<file path="config.mk">
export PLATFORM = sky130hd
export DESIGN_NAME = conv_window_addr_gen_flat
export DESIGN_NICKNAME = d
export VERILOG_FILES = /design/src/rtl/conv_window_addr_gen_if.sv /design/src/rtl/conv_window_addr_gen.sv /design/src/flat_wrapper.sv
export SDC_FILE = /design/constraint.sdc
export NUM_CORES = 1
export LEC_CHECK = 0
export CELL_PAD_IN_SITES_DETAIL_PLACEMENT = 0
export CELL_PAD_IN_SITES_GLOBAL_PLACEMENT = 1
export CORE_MARGIN = 2
export CORE_UTILIZATION = 30
export DETAILED_ROUTE_END_ITERATION = 16
export PLACE_DENSITY_LB_ADDON = 0.05
export SLEW_MARGIN = 20
export SYNTH_ARGS = -nofsm -noshare
export SYNTH_HDL_FRONTEND = slang
export SYNTH_SLANG_ARGS = --single-unit
</file>
<file path="constraint.sdc">
create_clock -name i_clk -period 8.1 [get_ports i_clk]
set_input_delay 1.215 -clock i_clk [delete_from_list [all_inputs] [get_ports i_clk]]
set_output_delay 1.215 -clock i_clk [all_outputs]
set_load 0.02 [all_outputs]
</file>
<file path="src/rtl/conv_window_addr_gen_if.sv">
// ---------------------------------------------------------------------------
// conv_window_addr_gen_if
//   Window stream from the convolution address generator to the input-router
//   row group. One transfer moves a full KxK window of SRAM word addresses
//   together with the row-router id that should receive it.
//
//   o_addr    window addresses, element kr*K+kc = top-left + kr*W + kc
//   o_valid   window valid
//   o_row_id  destination row-router index
//   i_ready   downstream accepts the current window
// ---------------------------------------------------------------------------
interface conv_window_addr_gen_if #(
  parameter int ADDR_LENGTH  = 9,
  parameter int ADDR_WIDTH   = 8,
  parameter int ROUTER_COUNT = 4
);
  logic [0:ADDR_LENGTH-1][ADDR_WIDTH-1:0] o_addr;
  logic                                   o_valid;
  logic [ROUTER_COUNT-1:0]                o_row_id;
  logic                                   i_ready;

  modport master (output o_addr, output o_valid, output o_row_id, input i_ready);
  modport slave  (input o_addr, input o_valid, input o_row_id, output i_ready);
endinterface

</file>
<file path="src/rtl/conv_window_addr_gen.sv">
// ---------------------------------------------------------------------------
// conv_window_addr_gen
//   Walks every output pixel of a KxK convolution over a square input map in
//   raster order and emits one window of SRAM addresses per pixel, tagged
//   with a round-robin row-router id. One window per cycle at full rate.
//
//   i_clk, i_nrst     clock, asynchronous active-low reset
//   i_reg_clear       synchronous clear back to the reset state (aborts a run)
//   i_start           start pulse, sampled only while idle
//   i_base_addr       address of input pixel (0,0)
//   i_i_size          input map side W
//   i_o_size          output map side O (0 = empty run, just pulses o_done)
//   i_stride          stride S, 0 behaves as 1
//   win_if            window stream (master side)
//   o_busy            high while generating and during the done cycle
//   o_done            one-cycle pulse after the last window is accepted
// ---------------------------------------------------------------------------
module conv_window_addr_gen #(
  parameter int ROUTER_COUNT = 4,
  parameter int ADDR_WIDTH   = 8,
  parameter int KERNEL_SIZE  = 3,
  parameter int ADDR_LENGTH  = 9
) (
  input  logic                  i_clk,
  input  logic                  i_nrst,
  input  logic                  i_reg_clear,
  input  logic                  i_start,
  input  logic [ADDR_WIDTH-1:0] i_base_addr,
  input  logic [ADDR_WIDTH-1:0] i_i_size,
  input  logic [ADDR_WIDTH-1:0] i_o_size,
  input  logic [1:0]            i_stride,
  conv_window_addr_gen_if.master win_if,
  output logic                  o_busy,
  output logic                  o_done
);

  typedef enum logic [1:0] {S_IDLE, S_GEN, S_DONE} state_t;
  typedef logic [0:ADDR_LENGTH-1][ADDR_WIDTH-1:0] win_t;

  // Run configuration latched at start plus the raster-walk position.
  // row_off tracks orow*S*W and col_off tracks ocol*S, so stepping to the
  // next pixel needs only additions.
  typedef struct packed {
    logic [ADDR_WIDTH-1:0] base;
    logic [ADDR_WIDTH-1:0] w;
    logic [ADDR_WIDTH-1:0] o;
    logic [ADDR_WIDTH-1:0] s;
    logic [ADDR_WIDTH-1:0] sw;
    logic [ADDR_WIDTH-1:0] orow;
    logic [ADDR_WIDTH-1:0] ocol;
    logic [ADDR_WIDTH-1:0] row_off;
    logic [ADDR_WIDTH-1:0] col_off;
  } ctx_t;

  state_t                  r_state, w_state_nxt;
  ctx_t                    r_ctx;
  win_t                    r_addr, w_addr_nxt;
  logic [ROUTER_COUNT-1:0] r_row_id;

  logic                    w_start, w_load, w_hs, w_last_col, w_last_pix;
  logic [ADDR_WIDTH-1:0]   w_s_in, w_row_off_nxt, w_col_off_nxt;
  logic [ADDR_WIDTH-1:0]   w_tl, w_win_w, w_rb;

  assign w_s_in     = (i_stride == 2'd0) ? ADDR_WIDTH'(1) : ADDR_WIDTH'(i_stride);
  assign w_start    = (r_state == S_IDLE) && i_start;
  assign w_load     = w_start && (i_o_size != '0);
  assign w_hs       = (r_state == S_GEN) && win_if.i_ready;
  assign w_last_col = (r_ctx.ocol == r_ctx.o - 1'b1);
  assign w_last_pix = w_last_col && (r_ctx.orow == r_ctx.o - 1'b1);

  // NOTE: every combinational output gets a default before any branch; a path
  // that leaves one unassigned would infer a latch.
  always_comb begin
    w_state_nxt = r_state;
    unique case (r_state)
      S_IDLE:  if (i_start) w_state_nxt = (i_o_size == '0) ? S_DONE : S_GEN;
      S_GEN:   if (win_if.i_ready && w_last_pix) w_state_nxt = S_DONE;
      S_DONE:  w_state_nxt = S_IDLE;
      default: w_state_nxt = S_IDLE;
    endcase
  end

  // Next window. At start the first window comes straight from the inputs
  // (the config registers are not loaded yet); afterwards it is the pixel
  // following the current one.
  // NOTE: w_rb is a running sum reused across loop iterations, so it needs
  // blocking assignments; registered state below uses non-blocking only.
  always_comb begin
    w_row_off_nxt = w_last_col ? r_ctx.row_off + r_ctx.sw : r_ctx.row_off;
    w_col_off_nxt = w_last_col ? '0 : r_ctx.col_off + r_ctx.s;
    if (w_load) begin
      w_tl    = i_base_addr;
      w_win_w = i_i_size;
    end else begin
      w_tl    = r_ctx.base + w_row_off_nxt + w_col_off_nxt;
      w_win_w = r_ctx.w;
    end
    w_rb       = w_tl;
    w_addr_nxt = '0;
    for (int kr = 0; kr < KERNEL_SIZE; kr++) begin
      for (int kc = 0; kc < KERNEL_SIZE; kc++) begin
        w_addr_nxt[kr*KERNEL_SIZE+kc] = w_rb + ADDR_WIDTH'(kc);
      end
      w_rb = w_rb + w_win_w;
    end
  end

  // NOTE: the window register is small flop storage driving outputs that
  // must read zero after reset, so it is reset like any other state.
  always_ff @(posedge i_clk or negedge i_nrst) begin
    if (!i_nrst) begin
      r_state  <= S_IDLE;
      r_ctx    <= '0;
      r_addr   <= '0;
      r_row_id <= '0;
    end else if (i_reg_clear) begin
      r_state  <= S_IDLE;
      r_ctx    <= '0;
      r_addr   <= '0;
      r_row_id <= '0;
    end else begin
      r_state <= w_state_nxt;
      if (w_start) begin
        r_ctx.base    <= i_base_addr;
        r_ctx.w       <= i_i_size;
        r_ctx.o       <= i_o_size;
        r_ctx.s       <= w_s_in;
        r_ctx.sw      <= w_s_in * i_i_size;
        r_ctx.orow    <= '0;
        r_ctx.ocol    <= '0;
        r_ctx.row_off <= '0;
        r_ctx.col_off <= '0;
        r_row_id      <= '0;
        if (w_load) r_addr <= w_addr_nxt;
      end else if (w_hs) begin
        // On the last pixel this loads a don't-care window; o_valid drops.
        r_addr        <= w_addr_nxt;
        r_ctx.row_off <= w_row_off_nxt;
        r_ctx.col_off <= w_col_off_nxt;
        if (w_last_col) begin
          r_ctx.ocol <= '0;
          r_ctx.orow <= r_ctx.orow + 1'b1;
        end else begin
          r_ctx.ocol <= r_ctx.ocol + 1'b1;
        end
        // Router id keeps counting across output rows.
        r_row_id <= (r_row_id == ROUTER_COUNT'(ROUTER_COUNT - 1)) ? '0 : r_row_id + 1'b1;
      end
    end
  end

  assign win_if.o_addr   = r_addr;
  assign win_if.o_valid  = (r_state == S_GEN);
  assign win_if.o_row_id = r_row_id;
  assign o_busy          = (r_state != S_IDLE);
  assign o_done          = (r_state == S_DONE);

endmodule

</file>
<file path="src/flat_wrapper.sv">
// flat-port wrapper written by rule: the top's interface ports become plain ports
module conv_window_addr_gen_flat 
#(
  parameter int ROUTER_COUNT = 4,
  parameter int ADDR_WIDTH   = 8,
  parameter int KERNEL_SIZE  = 3,
  parameter int ADDR_LENGTH  = 9
)
  (i_clk, i_nrst, i_reg_clear, i_start, i_base_addr, i_i_size, i_o_size, i_stride, o_busy, o_done, win_if_o_addr, win_if_o_valid, win_if_o_row_id, win_if_i_ready);
  conv_window_addr_gen_if #(.ADDR_LENGTH(ADDR_LENGTH), .ADDR_WIDTH(ADDR_WIDTH), .ROUTER_COUNT(ROUTER_COUNT)) win_if_i ();
  input  logic i_clk;
  input  logic i_nrst;
  input  logic i_reg_clear;
  input  logic i_start;
  input  logic [ADDR_WIDTH-1:0] i_base_addr;
  input  logic [ADDR_WIDTH-1:0] i_i_size;
  input  logic [ADDR_WIDTH-1:0] i_o_size;
  input  logic [1:0] i_stride;
  output logic o_busy;
  output logic o_done;
  output wire logic [$bits(win_if_i.o_addr)-1:0] win_if_o_addr;
  output wire logic [$bits(win_if_i.o_valid)-1:0] win_if_o_valid;
  output wire logic [$bits(win_if_i.o_row_id)-1:0] win_if_o_row_id;
  input wire logic [$bits(win_if_i.i_ready)-1:0] win_if_i_ready;
  assign win_if_o_addr = win_if_i.o_addr;
  assign win_if_o_valid = win_if_i.o_valid;
  assign win_if_o_row_id = win_if_i.o_row_id;
  assign win_if_i.i_ready = win_if_i_ready;
  conv_window_addr_gen #(.ROUTER_COUNT(ROUTER_COUNT), .ADDR_WIDTH(ADDR_WIDTH), .KERNEL_SIZE(KERNEL_SIZE), .ADDR_LENGTH(ADDR_LENGTH)) u_core (.i_clk(i_clk), .i_nrst(i_nrst), .i_reg_clear(i_reg_clear), .i_start(i_start), .i_base_addr(i_base_addr), .i_i_size(i_i_size), .i_o_size(i_o_size), .i_stride(i_stride), .win_if(win_if_i), .o_busy(o_busy), .o_done(o_done));
endmodule
</file>
**Word-level counts from Yosys, hierarchy flattened**

Cells that the tools add are included.

- Add/sub/neg operators: 16
- Multiply operators: 1
- Eq/ne operators: 8
- Multiplexer cells: 24
- Reductions and logical operators: 16

Operator list:

| kind | count |
|---|---|
| $mux W72 | 5 |
| $mux W32 | 2 |
| $add A8 B8 Y8 | 6 |
| $mux W8 | 6 |
| $add A8 B1 Y8 const B | 5 |
| $mux W40 | 1 |
| $add A8 B2 Y8 const B | 3 |
| $eq A8 B8 Y1 | 2 |
| $mux W4 | 4 |
| $mux W2 | 5 |
| $logic_not A8 Y1 | 1 |
| $mul A8 B8 Y8 | 1 |
| $reduce_bool A8 Y1 | 1 |
| $sub A8 B1 Y8 const B | 1 |
| $ne A3 B3 Y1 const B | 2 |
| $reduce_and A2 Y1 | 3 |
| $reduce_bool A3 Y1 | 2 |
| $logic_and A1 B1 Y1 | 5 |
| $add A4 B1 Y4 const B | 1 |
| $eq A4 B2 Y1 const B | 1 |
| $logic_not A2 Y1 | 2 |
| $pmux W2 S2 | 1 |
| $reduce_bool A2 Y1 | 2 |
| $ne A3 B2 Y1 const B | 1 |
| 2 further kinds | 2 |

- Register bits: 150
- Output and inout port bits: 79
- Word-level logic and storage cells: 85

**Longest topological paths before layout**

Gate-level depths: netlist of the first run.

- Depth in word-level cells: 12
- Depth in mapped cells: 27
- Mapped depth without buffers: 26

**Worst setup path before layout of the first run**

No wires, ideal clock.

- Path type: flip-flop to flip-flop
- Start: reg u_core.r_ctx[48] in the netlist's numbering
- End: reg u_core.r_addr, in the netlist u_core.win_if.o_addr[15]
- Arrival time: 6,456 ps
- Data required time: 7,970 ps
- Path slack: 1,515 ps
- Cell stages (with the launch flop): 28
- Buffers on the path: 2
- Clock period less this slack: 6,585 ps
- Cells stage by stage: dfrtp_1 inv_1 ha_1 nor3b_2 xnor2_1 o2111a_1 and4_1 clkbuf_1 clkbuf_1 nor2_1 fa_1 inv_1 fa_1 mux2i_1 ha_1 a21o_1 maj3_1 mux2i_1 o21bai_1 a21oi_1 xor2_1 inv_1 ha_1 xnor2_1 nand4_1 nor2_1 xor2_1 o21ai_1

- Cells in the longest elaborated chain, start to end: 12

RTL lines:

| element | line | RTL |
|---|---|---|
| from (decl) | conv_window_addr_gen.sv:56 | `ctx_t r_ctx;` |
| $sub A8 B1 Y8 (*) | conv_window_addr_gen.sv:68 | `assign w_last_col = (r_ctx.ocol == r_ctx.o - 1'b1);` |
| $eq A8 B8 Y1 (*) | conv_window_addr_gen.sv:68 |  |
| $mux W8 | conv_window_addr_gen.sv:89 | `w_row_off_nxt = w_last_col ? r_ctx.row_off + r_ctx.sw : r_ctx.row_off;` |
| $add A8 B8 Y8 | conv_window_addr_gen.sv:95 | `w_tl = r_ctx.base + w_row_off_nxt + w_col_off_nxt;` |
| $add A8 B8 Y8 (*) | conv_window_addr_gen.sv:95 |  |
| $mux W8 (*) | conv_window_addr_gen.sv:91 | `if (w_load) begin` |
| $add A8 B8 Y8 (*) (2 in a row) | conv_window_addr_gen.sv:104 | `w_rb = w_rb + w_win_w;` |
| $add A8 B1 Y8 (*) | conv_window_addr_gen.sv:102 | `w_addr_nxt[kr*KERNEL_SIZE+kc] = w_rb + ADDR_WIDTH'(kc);` |
| $mux W72 (on tied branches) | conv_window_addr_gen.sv:135, conv_window_addr_gen.sv:134 |  |
| $mux W72 (*) | conv_window_addr_gen.sv:123 | `if (w_start) begin` |
| $mux W72 (*) | conv_window_addr_gen.sv:116 | `end else if (i_reg_clear) begin` |
| to (signal assigned) | conv_window_addr_gen.sv:134 | `if (w_load) r_addr <= w_addr_nxt;` |
| to (signal assigned) | conv_window_addr_gen.sv:137 | `r_addr <= w_addr_nxt;` |
| to (decl) | conv_window_addr_gen.sv:57 | `win_t r_addr, w_addr_nxt;` |

Every way passes the cells marked *; elsewhere a longest branch is shown, timed or not. The select of a mux whose other input is x is not followed.
A chain may end at the register's enable or synchronous reset.

**Final worst setup path of the first run**

Same ends and word-level chain as after synthesis.

==> results.py, run 1 <==
metrics = {
    "floorplan": {
        "dieArea_um2": 29600,
        "die_w_um": 172,
        "start_util": 0.305,
        "ios": 110,
        "core_um2": 27800,
        "num_rows": 61,
        "dieHeight_um": 172,
    },
    "clock_network": {
        "ctsHoldBuffers": 0,
        "clk_pin_slew_ns": 0.06,
        "cts_tree": "built",
        "cts_buffers": 17,
        "post_cts_buffers": 0,
        "htreeDepth": 4,
        "cts-resized-gates": 0,
        "cts_root_buffer": "clkbuf_16",
        "insertion_delay_ns": 0.43,
        "cts_buffer_depth": 2,
        "cts_sinks": 139,
    },
    "detailed_routing": {
        "drc": 0,
        "vias": 6396,
        "dr.pass1.iters": 4,
        "antenna_left": 0,
        "drt-initial-drc-count": 310,
        "wirelength_mm": 24.7,
        "via_per_inst": 4.73,
        "post_drt_wl_per_cell_um": 18.3,
    },
    "synth": {
        "synth_xor_area_frac": 0.115,
        "async_flop_share": 1.00,
        "ys_ff_latch": 139,
        "synthMuxAreaShare": 0.0325,
        "yosysWarnings": 0,
        "ys_seq_area_frac": 0.411,
        "synth_compound_area_frac": 0.153,
        "syn_area_per_cell_um2": 9.80,
        "synth-adder-area-share": 0.0982,
        "netlist-cell-type-count": 58,
        "yosys.area_share.simple": 0.151,
        "syn_nets": 952,
        "synth-edff-count": 0,
        "netlist_area_um2": 8460,
        "synthCells": 864,
        "synth_top_family_by_area": "compound AO/OA/AOI/OAI gates",
        "synth_ff_type": "dfrtp_1",
    },
    "power": {
        "power.total_mw": 3.56,
        "vdd_drop_max_mv": 0.165,
        "leakage_nw": 4.64,
        "powerDensity_nw_per_um2": 337,
    },
    "place": {
        "gp_congestion": 0.770,
        "dpl.hpwl_mm": 17.8,
        "post-place-ws_ns": 0.604,
        "io_buffers": 109,
        "post-place-cells": 1321,
    },
    "critical_path": {
        "path_class": "flop to flop",
        "worst_setup_path_end_kind": "flop",
        "startpoint_type": "flop",
        "worstPathArrival_ns": 7.80,
        "critPathMaxFanout": 13,
        "rr_worst_depth": 26,
        "worstPathRequired_ns": 8.39,
    },
    "cells_and_area": {
        "final_util": 0.381,
        "layout.cells.non_filler": 1351,
        "drive_above_1_share": 0.0812,
        "antennaDiodeCount": 0,
        "areaGrowthSynthToFinish_pct": 24.9,
        "finalNetCount": 1050,
        "fill_cells": 2872,
    },
    "grt": {
        "track_usage": 0.175,
        "grt_max_degree": 79,
        "antenna_found_initial": 0,
        "grt_pass1_vias": 6471,
        "overflow": 0,
        "grt_pass1_wl_mm": 39.0,
    },
    "timing": {
        "period_needed_ns": 7.51,
        "finalCritPeriodShare": 0.927,
        "setup_tns_ns": 0,
        "final.setup_skew_ns": 0.0116,
        "timing.final.ws_setup_ns": 0.592,
        "rsz0062_at_grt": "false",
        "slew_headroom": 0.403,
        "tightest_slew_ns": 0.896,
        "max_clock_freq_ghz": 0.133,
        "setup_viol": 0,
        "final_max_slew_viol_count": 0,
        "hold_viol": 0,
    },
    "hold_path": {
        "holdPathStages": 2,
        "hold_path_class": "flop to flop",
    },
    "outcome": {
        "outcome": "completed",
    },
    "job": {
        "cap_violations": 0,
    },
}
-- area by class of cell --
class / count / area (um^2) / area share
multi-input cells: 645 / 4670 / 0.442
flip-flops and latches: 139 / 3480 / 0.329
repair buffers: 125 / 1210 / 0.115
well taps: 378 / 473 / 0.0447
clock buffers: 20 / 467 / 0.0441
clock inverters: 10 / 141 / 0.0134
inverters: 34 / 128 / 0.0121
-- synth_stat cells (6+ instances only) --
cell	instances	share of area
nand2_1	108	0.048
o21ai_1	8	0.0047
nand4_1	8	0.0059
ha_1	44	0.065
and3_1	9	0.0067
buf_4	6	0.0053
xor2_1	42	0.043
a22o_1	41	0.042
nor2_1	54	0.024
mux2i_1	14	0.017
o21ai_0	57	0.034
xnor2_1	57	0.059
o31ai_1	11	0.0098
a21oi_1	40	0.024
dfrtp_1	139	0.41
and2_1	16	0.012
nor3_1	9	0.0053
inv_1	34	0.015
mux2_2	10	0.013
a211oi_1	6	0.0053
a21o_1	10	0.0089
fa_1	13	0.031
nand2b_1	10	0.0074
o21bai_1	8	0.0071
clkbuf_1	33	0.015
nand3_1	16	0.0095
-- cell usage in the layout (no fill, tap or decap), drive strengths merged, types with 5 or more instances in the layout --
| master | Yosys | final |
|---|---|---|
| mux2 | 10 | 10 |
| a21oi | 40 | 40 |
| clkdlybuf4s50 | 0 | 108 |
| a21o | 10 | 10 |
| nand2 | 108 | 108 |
| nor2 | 55 | 55 |
| nand4 | 9 | 9 |
| clkbuf | 33 | 20 |
| inv | 34 | 35 |
| a22o | 41 | 41 |
| xor2 | 43 | 43 |
| o21bai | 8 | 8 |
| xnor2 | 60 | 60 |
| and2 | 16 | 16 |
| dfrtp | 139 | 139 |
| o31ai | 11 | 11 |
| ha | 44 | 44 |
| clkinvlp | 0 | 5 |
| nor2b | 5 | 5 |
| and3 | 9 | 9 |
| nor3 | 10 | 10 |
| nand3 | 16 | 16 |
| or3 | 5 | 5 |
| o21ai | 65 | 65 |
| a211oi | 6 | 6 |
| mux2i | 15 | 15 |
| fa | 13 | 13 |
| buf | 13 | 17 |
| nand2b | 10 | 10 |
-- worst paths after layout --
kind,to,from,slack (ns)
min in group asynchronous,u_core.win_if.o_row_id[3]$_DFFE_PN0P_,i_nrst,0.82
hold / removal,u_core.win_if.o_addr[59]$_DFFE_PN0P_,u_core.win_if.o_addr[59]$_DFFE_PN0P_,0.48
setup reg to reg,u_core.win_if.o_addr[15]$_DFFE_PN0P_,u_core.r_ctx[48]$_DFFE_PN0P_,0.59
setup / recovery,u_core.win_if.o_addr[15]$_DFFE_PN0P_,u_core.r_ctx[48]$_DFFE_PN0P_,0.59
hold reg to reg,u_core.win_if.o_addr[59]$_DFFE_PN0P_,u_core.win_if.o_addr[59]$_DFFE_PN0P_,0.48
max in group asynchronous,u_core.win_if.o_addr[46]$_DFFE_PN0P_,i_nrst,5.89
-- through the flow --
step           instance area [um^2]  hold slack [ns]
5_1_grt                       10600            0.505
4_1_cts                       10600            0.484
3_5_place_dp                   9960            0.471
6_report                      10600            0.476
3_3_place_gp                   9960            0.466
2_1_floorplan                  8460            0.469
-- routing by layer --
layer,GRT usage,up-vias,wire (um)
li1,-,3184,-
met1,0.269,3083,13000
met2,0.253,118,10600
met3,0.0309,11,931
met4,0.0395,0,205
met5,0,-,0
-- critical path, cell delays in order (launching register included) --
cell and delay [ns]:
dfrtp_1 0.44, inv_1 0.10, ha_1 0.17, nor3b_2 0.40, xnor2_1 0.18, o2111a_1 0.24
nand4_2 0.34, mux2_2 0.43, fa_1 0.49, ha_1 0.16, inv_1 0.05, fa_1 0.44
mux2i_1 0.40, ha_1 0.35, a21o_1 0.19, maj3_1 0.35, mux2i_1 0.29, o21bai_1 0.13
a21oi_1 0.18, xor2_1 0.35, inv_1 0.14, ha_1 0.33, xnor2_1 0.56, nand4_1 0.26
nor2_1 0.17, xor2_1 0.16, o21ai_1 0.07
-- registers in the layout (all words and copies together) (netlist names) --
register,flops
u_core.r_state,2
u_core.win_if.o_addr,67
u_core.win_if.o_row_id,4
u_core.r_ctx,66
-- logic make-up (layout without fill, tap and decap cells) --
family,count (synthesis),in the layout
AO/OA/AOI/OAI,195,195
flip-flops,139,139
AND/OR/NAND/NOR,261,261
XOR/XNOR,105,105
adder cells (fa/ha/maj),59,59
buffers and inverters,80,189
multiplexers,25,25
-- power by group --
group          internal (mW)  switching (mW)
combinational          0.753            1.02
clock                  0.506           0.320
sequential             0.851           0.113
No activity file was read; power rests on OpenSTA's default activity.
==> run 2, diff against run 1 <==
==> constraint.sdc (replaced) <==
create_clock -name i_clk -period 6.1 [get_ports i_clk]
set_input_delay 0.915 -clock i_clk [delete_from_list [all_inputs] [get_ports i_clk]]
set_output_delay 0.915 -clock i_clk [all_outputs]
set_load 0.1 [all_outputs]
==> run 2 against run 1 <==
  * Maximum frequency up 27%
  * Sequential share of layout area down 1.0 points
  * Utilization up 1.2 points
  * Flip-flop and latch count unchanged
==> results.py, run 2 (synthesis gave the netlist of run 1 again) <==
metrics = {
    "timing": {
        "setup_viol": 0,
        "slew_headroom": 0.295,
        "max_clock_freq_ghz": 0.169,
        "finalCritPeriodShare": 0.968,
        "tightest_slew_ns": 1.05,
        "period_needed_ns": 5.91,
        "hold_viol": 0,
        "final.setup_skew_ns": 0.0185,
        "rsz0062_at_grt": "true",
        "fin_hold_ws_ns": 0.480,
        "final_max_slew_viol_count": 0,
    },
    "critical_path": {
        "startpoint_type": "flop",
        "startpoint": "u_core.r_ctx[53]$_DFFE_PN0P_",
        "worstPathArrival_ns": 6.20,
        "worstPathRequired_ns": 6.39,
        "r2r-start": "u_core.r_ctx[53]$_DFFE_PN0P_",
        "path_cells": "or4_4 > nor2_4 > xnor3_2 > nand4_4 > mux2_4 > fa_1 > ha_2 > inv_2 > fa_1 > mux2i_2 > ha_1 > a21o_1 > maj3_2 > mux2i_2 > o21bai_1 > a21oi_2 > xor2_1 > inv_1 > ha_4 > a21oi_4 > xor2_2 > xnor2_2 > xor2_1 > o21ai_1",
        "cp_slowest_cell": "or4_4",
        "worst_setup_path_end_kind": "flop",
        "crit_buf_inv": 2,
        "slowest_delay_ns": 0.55,
        "cp_top_family": "adder cells",
        "path_class": "flop to flop",
        "critPathMaxFanout": 4,
    },
    "grt": {
        "antenna_found_initial": 0,
        "track_usage": 0.181,
        "grt_pass1_wl_mm": 40.3,
        "grt_pass1_vias": 6717,
        "grt_max_degree": 83,
        "overflow": 0,
    },
    "clock_network": {
        "cts_sinks": 139,
        "cts_buffers": 17,
        "cts_tree": "built",
        "htreeDepth": 4,
        "cts_root_buffer": "clkbuf_16",
        "cts_buffer_depth": 2,
        "insertion_delay_ns": 0.43,
        "ctsHoldBuffers": 0,
        "clk_pin_slew_ns": 0.07,
    },
    "power": {
        "power_frac_comb": 0.619,
        "p_sw_mw": 3.19,
        "p_int_mw": 2.83,
        "swShare": 0.529,
        "powerDensity_nw_per_um2": 552,
        "power_frac_seq": 0.213,
        "clockPowerShare": 0.168,
        "vdd_drop_max_mv": 0.253,
        "leakage_nw": 4.83,
    },
    "job": {
        "cap_violations": 0,
    },
    "cells_and_area": {
        "final_util": 0.393,
        "drive_above_1_share": 0.140,
        "antennaDiodeCount": 0,
        "final_cell_mix": "139 x dfrtp_1, 108 x nand2_1, 108 x clkdlybuf4s50_1, 56 x o21ai_0, 55 x xnor2_1",
        "seqCellArea_um2": 3480,
        "final_common_cell": "dfrtp_1",
        "largest_register_ffs": 67,
        "finalNetCount": 1084,
        "areaGrowthSynthToFinish_pct": 28.9,
        "fill_cells": 2800,
        "multi_input_area_um2": 4810,
    },
    "place": {
        "io_buffers": 109,
        "gp_congestion": 0.860,
        "dpl.hpwl_mm": 19.2,
    },
    "detailed_routing": {
        "drc": 0,
        "dr.pass1.iters": 4,
        "vias": 6734,
        "wirelength_mm": 25.8,
        "post_drt_wl_per_cell_um": 18.6,
        "antenna_left": 0,
        "drt-initial-drc-count": 437,
        "via_per_inst": 4.86,
    },
    "hold_path": {
        "hold_path_class": "flop to flop",
        "min_from": "u_core.win_if.o_addr[34]$_DFFE_PN0P_",
    },
    "floorplan": {
        "core_um2": 27800,
        "num_rows": 61,
        "ios": 110,
        "dieArea_um2": 29600,
        "die_w_um": 172,
        "start_util": 0.305,
        "dieHeight_um": 172,
    },
    "outcome": {
        "outcome": "completed",
    },
}
## run 2: layout make-up
class | instances | area share
Inverter | 34 | 0.0117
Timing Repair Buffer | 159 | 0.135
Multi-Input combinational cell | 645 | 0.440
Clock inverter | 15 | 0.0118
Tap cell | 378 | 0.0433
Clock buffer | 17 | 0.0390
Sequential cell | 139 | 0.319
## run 2: per-layer routing
metal / global-route usage / vias up / share of wire
met3: 0.0279 / 17 / 0.029
met5: 0 / - / 0
met2: 0.272 / 132 / 0.44
met4: 0.0446 / 0 / 0.014
met1: 0.272 / 3334 / 0.52
li1: - / 3251 / -
## run 2: what timing repair did
action	CTS	global route
setup buffers	0	2
hold endpoints to repair	0	0
pin swaps	0	16
resized for setup	2	17
setup endpoints to repair	2	8
## run 2: final timing paths
kind | endpoint | depth (start not counted) | slack (ns)
max reg2reg | u_core.win_if.o_addr[15]$_DFFE_PN0P_ | 24 | 0.19
min reg2reg | u_core.win_if.o_addr[34]$_DFFE_PN0P_ | 2 | 0.48
min | u_core.win_if.o_addr[34]$_DFFE_PN0P_ | 2 | 0.48
max | u_core.win_if.o_addr[15]$_DFFE_PN0P_ | 24 | 0.19
max in group asynchronous | u_core.r_ctx[64]$_DFFE_PN0P_ | 2 | 4.25
min in group asynchronous | u_core.r_ctx[26]$_DFFE_PN0P_ | 1 | 0.52
## run 2: per-stage QoR
step	TNS, ns	power (mW)	area (um^2)	instances	setup WS (ns)
global route	-0.115	6.36	10900	1387	-0.0771
CTS	0	6.03	10800	1385	0.00355
detailed placement	-0.0518	4.99	10300	1353	-0.0362
finish	0	6.02	10900	1387	0.192
floorplan	-0.00346	3.85	8550	864	-0.00346
global placement	0	4.97	10300	1353	0.155
## run 2: power groups by stage
stage / registers, mW / logic (mW) / clock network [mW]
floorplan: 2.40 / 1.44 / 0
global placement: 1.29 / 3.68 / 0
detailed placement: 1.30 / 3.69 / 0
CTS: 1.28 / 3.70 / 1.05
global route: 1.31 / 3.96 / 1.09
finish: 1.28 / 3.73 / 1.01
## run 2: worst register-to-register path: stages, from the launching register on
cell	delay, ns
dfrtp_1	0.38
or4_4	0.55
nor2_4	0.11
xnor3_2	0.30
nand4_4	0.15
mux2_4	0.32
fa_1	0.49
ha_2	0.19
inv_2	0.04
fa_1	0.46
mux2i_2	0.20
ha_1	0.27
a21o_1	0.19
maj3_2	0.31
mux2i_2	0.18
o21bai_1	0.12
a21oi_2	0.15
xor2_1	0.22
inv_1	0.12
ha_4	0.32
a21oi_4	0.07
xor2_2	0.19
xnor2_2	0.21
xor2_1	0.17
o21ai_1	0.07
